`src/rtl/lcd_pkg.sv`:
```
// rtl/lcd_pkg.sv - shared command codes, FSM encoding, DDRAM line map and busy defaults
package lcd_pkg;

    localparam logic [7:0] CMD_CLEAR     = 8'h01;
    localparam logic [7:0] CMD_HOME      = 8'h02;
    localparam logic [7:0] CMD_ENTRY     = 8'h04;
    localparam logic [7:0] CMD_SET_DDRAM = 8'h80;

    localparam logic [6:0] LINE1_END   = 7'h27;
    localparam logic [6:0] LINE2_START = 7'h40;
    localparam logic [6:0] LINE2_END   = 7'h67;

    localparam int BUSY_SHORT_DEF = 2000;
    localparam int BUSY_LONG_DEF  = 82000;

    typedef enum logic [1:0] {
        ST_IDLE    = 2'd0,
        ST_CAPTURE = 2'd1,
        ST_BUSY    = 2'd2
    } state_t;

    // The two display lines are joined end-to-end into one 80-character ring.
    function automatic logic [6:0] step_addr(input logic [6:0] addr, input logic inc);
        if (inc) begin
            if (addr == LINE1_END) return LINE2_START;
            if (addr == LINE2_END) return 7'h00;
            return addr + 7'd1;
        end
        if (addr == 7'h00) return LINE2_END;
        if (addr == LINE2_START) return LINE1_END;
        return addr - 7'd1;
    endfunction

endpackage

```
`src/rtl/lcd_strobe_sync.sv`:
```
// rtl/lcd_strobe_sync.sv - two-flop synchroniser and falling-edge detector for the enable strobe
module lcd_strobe_sync (
    input  logic clk,
    input  logic Reset,
    input  logic en_async,
    output logic fall
);

    // [0],[1] synchronise; [2] is the previous synchronised level.
    logic [2:0] sync_q;

    always_ff @(posedge clk or negedge Reset) begin
        if (!Reset) begin
            sync_q <= 3'b000;
        end else begin
            sync_q <= {sync_q[1:0], en_async};
        end
    end

    assign fall = sync_q[2] & ~sync_q[1];

endmodule

```
`src/rtl/lcd_rx_responder.sv`:
```
// rtl/lcd_rx_responder.sv - HD44780-style bus responder; LCD_RX_BUSY_EN enables busy timing and overrun
module lcd_rx_responder
    import lcd_pkg::*;
#(
    parameter int BUSY_SHORT = BUSY_SHORT_DEF,
    parameter int BUSY_LONG  = BUSY_LONG_DEF
) (
    input  logic       clk,
    input  logic       Reset,
    input  logic       rs_i,
    input  logic       rw_i,
    input  logic       en_i,
    input  logic [7:0] Data,
    output logic       busy_o,
    output logic [7:0] status_o,
    output logic       cmd_valid_o,
    output logic [7:0] cmd_o,
    output logic       char_valid_o,
    output logic [7:0] char_o,
    output logic       overrun_o
);

    state_t     state_q, state_d;
    logic [6:0] addr_q, addr_d;
    logic       inc_q, inc_d;
    logic       rs_q, rs_d;
    logic [7:0] byte_q, byte_d;
    logic       cmd_valid_d, char_valid_d;
    logic [7:0] cmd_d, char_d;
    logic       strobe_fall;
    logic       write_fall;

    lcd_strobe_sync u_sync (
        .clk      (clk),
        .Reset    (Reset),
        .en_async (en_i),
        .fall     (strobe_fall)
    );

    assign write_fall = strobe_fall & ~rw_i;
    assign busy_o     = (state_q != ST_IDLE);
    assign status_o   = {busy_o, addr_q};

`ifdef LCD_RX_BUSY_EN
    logic [31:0] cnt_q;
    logic        long_cmd;
    logic        busy_done;
    logic        overrun_q;

    assign long_cmd  = !rs_q && ((byte_q == CMD_CLEAR) || (byte_q[7:1] == CMD_HOME[7:1]));
    assign busy_done = (cnt_q == '0);

    always_ff @(posedge clk or negedge Reset) begin
        if (!Reset) begin
            cnt_q <= '0;
        end else if (state_q == ST_CAPTURE) begin
            cnt_q <= long_cmd ? 32'(BUSY_LONG - 1) : 32'(BUSY_SHORT - 1);
        end else if (state_q == ST_BUSY && !busy_done) begin
            cnt_q <= cnt_q - 32'd1;
        end
    end

    // A write seen in the last busy cycle still counts as a collision.
    always_ff @(posedge clk or negedge Reset) begin
        if (!Reset) begin
            overrun_q <= 1'b0;
        end else if (write_fall && state_q != ST_IDLE) begin
            overrun_q <= 1'b1;
        end
    end

    assign overrun_o = overrun_q;
`else
    logic unused_busy_cfg;
    assign unused_busy_cfg = ^{BUSY_SHORT, BUSY_LONG};
    assign overrun_o       = 1'b0;
`endif

    always_comb begin
        state_d      = state_q;
        addr_d       = addr_q;
        inc_d        = inc_q;
        rs_d         = rs_q;
        byte_d       = byte_q;
        cmd_valid_d  = 1'b0;
        char_valid_d = 1'b0;
        cmd_d        = cmd_o;
        char_d       = char_o;
        case (state_q)
            ST_IDLE: begin
                if (write_fall) begin
                    state_d = ST_CAPTURE;
                    rs_d    = rs_i;
                    byte_d  = Data;
                end
            end
            ST_CAPTURE: begin
                if (rs_q) begin
                    char_valid_d = 1'b1;
                    char_d       = byte_q;
                    addr_d       = step_addr(addr_q, inc_q);
                end else begin
                    cmd_valid_d = 1'b1;
                    cmd_d       = byte_q;
                    if (byte_q == CMD_CLEAR) begin
                        addr_d = 7'h00;
                        inc_d  = 1'b1;
                    end else if (byte_q[7:1] == CMD_HOME[7:1]) begin
                        addr_d = 7'h00;
                    end else if (byte_q[7:2] == CMD_ENTRY[7:2]) begin
                        inc_d = byte_q[1];
                    end else if (byte_q[7] == CMD_SET_DDRAM[7]) begin
                        addr_d = byte_q[6:0];
                    end
                end
`ifdef LCD_RX_BUSY_EN
                state_d = ST_BUSY;
`else
                state_d = ST_IDLE;
`endif
            end
`ifdef LCD_RX_BUSY_EN
            ST_BUSY: begin
                if (busy_done) state_d = ST_IDLE;
            end
`endif
            default: state_d = ST_IDLE;
        endcase
    end

    always_ff @(posedge clk or negedge Reset) begin
        if (!Reset) begin
            state_q      <= ST_IDLE;
            addr_q       <= 7'h00;
            inc_q        <= 1'b1;
            rs_q         <= 1'b0;
            byte_q       <= 8'h00;
            cmd_valid_o  <= 1'b0;
            char_valid_o <= 1'b0;
            cmd_o        <= 8'h00;
            char_o       <= 8'h00;
        end else begin
            state_q      <= state_d;
            addr_q       <= addr_d;
            inc_q        <= inc_d;
            rs_q         <= rs_d;
            byte_q       <= byte_d;
            cmd_valid_o  <= cmd_valid_d;
            char_valid_o <= char_valid_d;
            cmd_o        <= cmd_d;
            char_o       <= char_d;
        end
    end

endmodule
```
`config.mk`:
```
export PLATFORM = sky130hd
export DESIGN_NAME = lcd_rx_responder
export DESIGN_NICKNAME = d
export VERILOG_FILES = /design/src/rtl/lcd_pkg.sv /design/src/rtl/lcd_strobe_sync.sv /design/src/rtl/lcd_rx_responder.sv
export SDC_FILE = /design/constraint.sdc
export NUM_CORES = 1
export LEC_CHECK = 0
export ABC_CLOCK_PERIOD_IN_PS = 3300
export BUFFER_PORTS_ARGS = -buffer_cell sky130_fd_sc_hd__buf_4
export CORE_MARGIN = 5
export CORE_UTILIZATION = 35
export DETAILED_ROUTE_END_ITERATION = 10
export SLEW_MARGIN = 20
export SYNTH_ARGS = -nofsm -noshare
export SYNTH_HDL_FRONTEND = slang
export SYNTH_SLANG_ARGS = --single-unit
export TNS_END_PERCENT = 100
```
`constraint.sdc`:
```
create_clock -name clk -period 3.3 [get_ports clk]
set_clock_uncertainty 0.05 [all_clocks]
set_input_delay 0.495 -clock clk [delete_from_list [all_inputs] [get_ports clk]]
set_output_delay 0.495 -clock clk [all_outputs]
set_load 0.03 [all_outputs]
```
Yosys cells after proc, flatten, opt, wreduce, memory -nomap -nowiden
Index checks and enable logic that the tools add are counted.
- equal/unequal tests: 10
- shift-type cells: 0
- bitwise gates (word level): 5
- divide/modulo/power cells: 0
- $add $sub $neg: 2
- reduce and logical (&&, ||, !) cells: 10
- $mul: 0
- multiplexer cells: 45
- $lt $le $gt $ge: 0
- operators with widths (operator ; number):
    7-bit 2-to-1 mux ; 15
    1-bit 2-to-1 mux ; 28
    7-bit == test, second input constant ; 2
    8-bit by 1-bit == test with 1-bit output, second input constant ; 1
    7-bit by 1-bit adder with 7-bit output, second input constant ; 1
    7-bit by 1-bit == test with 1-bit output, second input constant ; 1
    7-bit by 6-bit == test with 1-bit output, second input constant ; 1
    7-bit logical NOT ; 1
    7-bit by 1-bit subtractor with 7-bit output, second input constant ; 1
    6-bit by 1-bit == test with 1-bit output, second input constant ; 1
    2-bit AND reduction ; 3
    2-bit 2-to-1 mux ; 2
    2-bit inequality test, second input constant ; 2
    4-bit inequality test, second input constant ; 1
    4-bit AND reduction ; 1
    2-bit nonzero test ; 2
    4-bit nonzero test ; 1
    1-bit inverter ; 3
    3-bit AND reduction ; 1
    1-bit AND ; 2
    2-bit by 1-bit == test with 1-bit output, second input constant ; 1
    2-bit logical NOT ; 1
- ROM bits: 0
- bits in latches: 0
- flip-flop bits (word level): 40
- input bits: 13
- output and inout bits: 28
- memories kept: 0
- bits in writable memories: 0
- word-level logic and storage cells: 82

Longest topological paths before layout
Gate-level depths: netlist (run 1).
- word-level depth: 18
- mapped depth: 6
- depth with buffers taken out: 6

Cells and area by module
From an unflattened synthesis (run 1), not the netlist that was laid out.
- cell total of the unflattened synthesis: 162
- area total of the unflattened synthesis: 1868.0 µm²
- by module, submodules not included (module ; sequential area each (µm²) ; area an instance (µm²) ; times used ; cells each):
    lcd_rx_responder ; 902.1 ; 1779.2 ; 1 ; 158
    lcd_strobe_sync ; 75.1 ; 88.8 ; 1 ; 4

Worst setup path after synthesis (run 1)
No wires, ideal clock.
- kind: register to register
- from: reg addr_q[0]
- to: reg addr_q[4]
- path buffers: 0
- path slack: 1337 ps
- cell stages (with the launch flop): 7
- arrival: 1786 ps
- clock period less this slack: 1963 ps
- required time: 3124 ps
- cells stage by stage: dfrtp_1 -> inv_1 -> ha_1 -> nor3b_1 -> mux2i_1 -> mux2i_1 -> a221o_1
- longest elaborated chain between the ends: 15
- elaborated cells on any way between the ends: 34
- classes of those cells: 2 x add/sub; 3 x eq/ne; 28 x mux; 1 x reduce/logical
- RTL lines (item ; RTL line ; text):
    from (decl) ; lcd_rx_responder.sv:24 ; logic [6:0] addr_q, addr_d;
    from (signal assigned) ; lcd_rx_responder.sv:144 ; addr_q <= addr_d;
    7-bit == test ; lcd_pkg.sv:26 ; if (addr == LINE2_END) return 7'h00;
    1-bit 2-to-1 mux (2 in a row) ; lcd_pkg.sv:26 ;
    1-bit 2-to-1 mux ; lcd_pkg.sv:24 ; if (inc) begin
    1-bit 2-to-1 mux ; lcd_rx_responder.sv:98 ; if (rs_q) begin
    1-bit 2-to-1 mux ; lcd_rx_responder.sv:89 ; case (state_q)
    7-bit 2-to-1 mux ; lcd_pkg.sv:27 ; return addr + 7'd1;
    7-bit 2-to-1 mux ; lcd_pkg.sv:26 ;
    7-bit 2-to-1 mux ; lcd_pkg.sv:24 ;
    7-bit 2-to-1 mux ; lcd_pkg.sv:29 ; if (addr == 7'h00) return LINE2_END;
    7-bit 2-to-1 mux ; lcd_pkg.sv:30 ; if (addr == LINE2_START) return LINE1_END;
    7-bit 2-to-1 mux ; lcd_pkg.sv:31 ; return addr - 7'd1;
    7-bit 2-to-1 mux ; lcd_pkg.sv:30 ;
    7-bit 2-to-1 mux * ; lcd_pkg.sv:29 ;
    7-bit 2-to-1 mux * ; lcd_rx_responder.sv:98 ;
Mark *: on every way between the ends. The rest lies on a longest branch, timed or not. The select of a mux whose other input is x is not followed.
A chain may end at the register's enable or synchronous reset.

Worst setup path in the final report (run 1)
Same ends and word-level chain as after synthesis.

==> results of run 1 <==
==> worst register-to-register path, delay by kind of cell (launching register included) <==
| kind | cells | cell delay (ps) |
|---|---|---|
| adder cells (fa/ha/maj) | 1 | 210 |
| multiplexers | 2 | 320 |
| flip-flops | 1 | 460 |
| AO/OA/AOI/OAI | 1 | 320 |
| buffers and inverters | 1 | 150 |
| AND/OR/NAND/NOR | 1 | 390 |
==> cells in the final DEF, fill, tap and decap left out, types with 2 or more instances in the layout <==
| cell type | synthesis | layout |
|---|---|---|
| ha_1 | 2 | 2 |
| buf_4 | 3 | 40 |
| dfrtp_1 | 38 | 38 |
| a31oi_1 | 4 | 4 |
| and4_1 | 3 | 3 |
| o211ai_1 | 2 | 2 |
| xnor2_1 | 2 | 2 |
| inv_1 | 7 | 7 |
| mux2i_1 | 6 | 6 |
| nand2_1 | 11 | 11 |
| clkbuf_8 | 0 | 7 |
| nor3_1 | 4 | 4 |
| a21oi_1 | 4 | 4 |
| a211o_1 | 2 | 2 |
| nand4_1 | 3 | 3 |
| mux2_2 | 23 | 23 |
| nor2_1 | 6 | 6 |
| o21ai_0 | 6 | 6 |
| nor2b_1 | 2 | 2 |
==> final timing paths <==
path	startpoint	cells after the start	slack (ps)	end
worst max-delay path	addr_q[0]$_DFFE_PN0P_	6	1300	addr_q[4]$_DFFE_PN0P_
worst min-delay path	Reset	1	120	char_o[5]$_DFFE_PN0P_
max in group asynchronous	Reset	1	2730	inc_q$_DFFE_PN1P_
worst max register to register	addr_q[0]$_DFFE_PN0P_	6	1300	addr_q[4]$_DFFE_PN0P_
min in group clk	en_i	1	260	u_sync.sync_q[0]$_DFF_PN0_
worst min register to register	u_sync.sync_q[0]$_DFF_PN0_	0	320	u_sync.sync_q[1]$_DFF_PN0_
==> metal layers <==
layer	global-route usage, %	vias to the layer above	wire length, um
met5	0	-	0
met2	18.88	36	1828
met1	16.81	666	1940
li1	-	658	-
met3	3.960	7	206
met4	3.566	0	50
==> cells by family (layout without fill, tap and decap cells) <==
logic type | after synthesis | count (layout) | share of synthesized area (%)
xor gates and xnor gates | 2 | 2 | 0.9304
AOI/OAI and AO/OA | 30 | 30 | 11.36
and+or+nand+nor | 40 | 40 | 12.49
DFF | 39 | 39 | 51.89
adders and majority gates | 2 | 2 | 1.329
muxes | 29 | 29 | 16.94
other | 1 | 1 | 0.1991
buffers and inverters | 19 | 55 | 4.851
==> power by group <==
part / switching (mW) / internal [mW] / leakage (nW)
clock network: 0.154 / 0.191 / 0.0515
logic: 0.487 / 0.388 / 0.521
registers: 0.193 / 0.625 / 0.470
total: 0.833 / 1.20 / 1.04
==> sequential cells by signal (all words and copies together) (netlist names) <==
| name | flops |
|---|---|
| addr_q | 7 |
| byte_q | 8 |
| char_o | 8 |
| char_valid_o | 1 |
| cmd_o | 8 |
| cmd_valid_o | 1 |
| inc_q | 1 |
| rs_q | 1 |
| state_q | 1 |
| u_sync.sync_q | 3 |
==> cell type report <==
type                       instances  area [um^2]
tap                               70        87.58
sequential                        39        977.2
fill                             485         2867
multi-input combinational        104        814.5
inverter                           7        26.28
timing repair buffer              40        300.3
clock buffer                       8        100.1
==> metrics.txt, run 1 <==
status finished, final reports clean; final std cells w/o fill ~270; post-synth cell types 46; clk sinks 39; total CTS buffers 5; Worst-Skew Late Latency between 200 and 300 ps; Final GP Congestion 0.8504; Top Family by Delay on Critical Path flip-flops; worst-case clock buffer depth 2; CORE AREA 5172 um^2; nets approximately 210; sequential fraction of the synthesis area approximately half; Crit path buffers/inverters 1; Hold Path Class in2async; Most common cell on crit path mux2i_1; synth warn 0; Die ar. 6947 um^2; number of synthesized register bits 39; CTS Hold Bufs 0; synth top area cells dfrtp_1 50%, mux2_2 14%, mux2i_1 3.2%; net count after synthesis between 150 and 200; minimum clock period between 2000 and 2500 ps; final design utilization 44.58%; Async SR Flop Fraction 100.0%; Worst Setup End Kind flop; I/O pin count 41; first-pass GRT wire length around 7.1 mm; final worst setup slack around 1300 ps; Max Cap Violations 0; grt ovf 0; Routed WL 4.025 mm; post_cts resized 0; die width ~83 um; hpwl dp 2.931 mm; Primary FF master, synth dfrtp_1; WL/cell approximately 15 um; Final Instance Area approximately 2300 um^2; setup TNS 0 ps; slowest cell on the critical path dfrtp_1; router iterations before antenna repair 4; final critical-path share of the clock period between 60% and 70%; Syn Inst Count ~160; mapped cell area 1883 um^2; Post-Place Cells 260; Port Buffers 39; Place WS approximately 1300 ps; Total Power 2.037 mW; final setup vio count 0; Fin. Hold Viols 0; Die Y ~83 um; leakage around 1.0 nW; share of layout cells above drive strength 1 about two fifths; leading area contributor after synthesis dfrtp_1; crit-path max cell delay approximately 460 ps; Setup CP Type reg2reg; VDD IR-drop max approximately 0.42 mV; share of Yosys cell area claimed by the top area cell type about 50%; final hold slack approximately 120 ps; Initial Util 36.41%; Avg Cell Area, Syn approximately 12 um^2; most common library cells after synthesis 38 x dfrtp_1, 23 x mux2_2, 11 x nand2_1; PD cells ~900 nW/um^2; all-layer global routing usage between 10% and 20%; CTS tree yes; antenna cells 0; Syn-to-layout area delta 22.46%; number of flops mapped to enable cells by yosys 0; startpoint types flop; clk slew on worst S/H paths around 70 ps; pin count of the biggest net entering global routing 40; H-Tree Depth 2; std cell rows 26; vias per cell 5.101; count leader, synth dfrtp_1; Final Slew Violations 0; Crit Path Max Fanout 8; Worst Max-Slew Pin Slew approximately 530 ps; Fmax achieved about 0.5 GHz; Arrival @ worst endpoint approximately 2100 ps; worst rel slew slack 64.47%; Worst Path Required between 3000 and 4000 ps; CP cell instances inv_1 -> ha_1 -> nor3b_1 -> mux2i_1 -> mux2i_1 -> a221o_1; DR vias around 1400; Cell Area, Placed 2206 um^2; Final ANT Viol Nets 0; DRT iter0 DRCs 39; RSZ-0062 raised after global routing false; DR DRC count 0; postcts setup bufs 0; antenna violations before repair 0; vias in the first global route 1449; Root Buffer clkbuf_8
Note: power is estimated with default switching activity, not from simulation.
==> run 2: changes to the inputs <==
- ABC_CLOCK_PERIOD_IN_PS: 3300 -> 2000
- clock period: 3.3 -> 2 ns (I/O delays scaled with it)
==> metrics.txt, run 2 (synthesis gave the netlist of run 1 again) <==
I/O pin count 41 (unchanged); worst rel slew slack 63.72% (was 64.47%); Max Cap Violations 0 (unchanged); Post-Place Cells 266 (was 260); share of layout cells above drive strength 1 40.00% (was 38.89%); DRT iter0 DRCs 99 (was 39); router iterations before antenna repair 5 (was 4); VDD IR-drop max 0.7775 mV (was 0.4189 mV); nets 219 (was 212); Final Slew Violations 0 (unchanged); clk slew on worst S/H paths 70 ps (about the same); Final GP Congestion 0.7823 (was 0.8504); setup TNS 0 ps (unchanged); Die ar. 6947 um^2 (unchanged); Worst Max-Slew Pin Slew 544.3 ps (was 533.0 ps); clk sinks 39 (unchanged); startpoint types flop (unchanged); first-pass GRT wire length 6.975 mm (was 7.093 mm); H-Tree Depth 2 (unchanged); Fin. Hold Viols 0 (unchanged); total CTS buffers 5 (unchanged); RSZ-0062 raised after global routing false (unchanged); antenna violations before repair 0 (unchanged); Crit Path Max Fanout 7 (was 8); minimum clock period 1816 ps (was 2000 ps); WL/cell 15.10 um (was 15.02 um); CTS tree yes (unchanged); final std cells w/o fill 275 (was 268); Arrival @ worst endpoint 1930 ps (was 2130 ps); most frequent cells in the layout 46 x buf_4, 38 x dfrtp_1, 23 x mux2_2 (was 40 x buf_4, 38 x dfrtp_1, 23 x mux2_2); pin count of the biggest net entering global routing 40 (unchanged); Worst Path Required 2110 ps (was 3430 ps); worst-case clock buffer depth 2 (unchanged); leakage 1.065 nW (was 1.042 nW); Worst-Skew Late Latency 280 ps (was 290 ps); largest registers byte_q x8, char_o x8, cmd_o x8 (unchanged); most common cell after layout, fill and taps aside buf_4 (unchanged); sequential cell area 977.2 um^2 (unchanged); CORE AREA 5172 um^2 (unchanged); Setup CP Type reg2reg (unchanged); final setup vio count 0 (unchanged); area occupied by multi-input gates 819.5 um^2 (was 814.5 um^2); die width 83.35 um (unchanged); Final ANT Viol Nets 0 (unchanged); all-layer global routing usage 12.23% (was 12.38%); Initial Util 36.41% (unchanged); vias in the first global route 1367 (was 1449); hpwl dp 3.011 mm (was 2.931 mm); Routed WL 4.152 mm (was 4.025 mm); PD cells 1441 nW/um^2 (was 883.4 nW/um^2); Root Buffer clkbuf_8 (unchanged); vias per cell 4.989 (was 5.101); Port Buffers 39 (unchanged); Syn-to-layout area delta 24.58% (was 22.46%); Hold Path Class in2reg (was in2async); final critical-path share of the clock period 90.82% (was 60.61%); DR DRC count 0 (unchanged); grt ovf 0 (unchanged); number of fillers in the final layout 491 (was 485); Fmax achieved 0.5506 GHz (was 0.4999 GHz); std cell rows 26 (unchanged); DR vias 1372 (was 1367); Worst Setup End Kind flop (unchanged); status finished, final reports clean (unchanged); postcts setup bufs 0 (unchanged); antenna cells 0 (unchanged); Die Y 83.35 um (unchanged)
[run 2: final cells by class]
class	instances	share of cell area, %
Clock buffer	8	3.413
Inverter	7	1.120
Multi-Input combinational cell	104	34.93
Sequential cell	39	41.65
Tap cell	70	3.733
Timing Repair Buffer	47	15.15
[run 2: repair_timing]
item | in CTS | in global routing
hold endpoints to repair | 38 | 0
gates resized for setup | 0 | 1
setup endpoints to repair | 0 | 1
hold buffers | 1 | 0
[run 2: final timing paths]
path	slack (ps)	end	cells past startpoint	start
max reg2reg	180	addr_q[6]$_DFFE_PN0P_	6	addr_q[0]$_DFFE_PN0P_
min reg2reg	300	u_sync.sync_q[1]$_DFF_PN0_	0	u_sync.sync_q[0]$_DFF_PN0_
min	70	u_sync.sync_q[0]$_DFF_PN0_	1	en_i
max	180	addr_q[6]$_DFFE_PN0P_	6	addr_q[0]$_DFFE_PN0P_
min in group asynchronous	470	cmd_valid_o$_DFF_PN0_	2	Reset
max in group asynchronous	1060	inc_q$_DFFE_PN1P_	2	Reset
[run 2: stage by stage]
stage               util (%)  total power [mW]  area, um^2  setup WS (ps)  hold WS [ps]
floorplan                  -             2.320        1883          37.48        -45.59
global placement       43.52             2.892        2251          182.1         251.4
detailed placement     43.52             2.903        2251          170.5         250.9
CTS                    45.26             3.411        2341          146.1         64.89
global route           45.36             3.596        2346          28.38         54.57
finish                 45.36             3.380        2346          183.7         74.51
[run 2: routing by layer]
layer / global-route usage, % / wire length [um] / up-vias
li1: - / - / 670
met1: 16.99 / 1991 / 659
met2: 18.08 / 1893 / 36
met3: 4.059 / 224 / 7
met4: 3.566 / 44 / 0
met5: 0 / 0 / -
[run 2: critical path, stage by stage (launching register included)]
cell,delay [ps]
dfrtp_1,380
buf_4,160
ha_1,230
and3_2,240
mux2_2,280
a222oi_1,250
o211ai_1,110
[run 2: report_power, final]
group          internal (mW)  total [mW]  switching (mW)  leakage (nW)
clock                  0.248       0.495           0.248        0.0395
combinational          0.700        1.57           0.873         0.556
sequential              1.03        1.31           0.281         0.470
total                   1.98        3.38            1.40          1.07
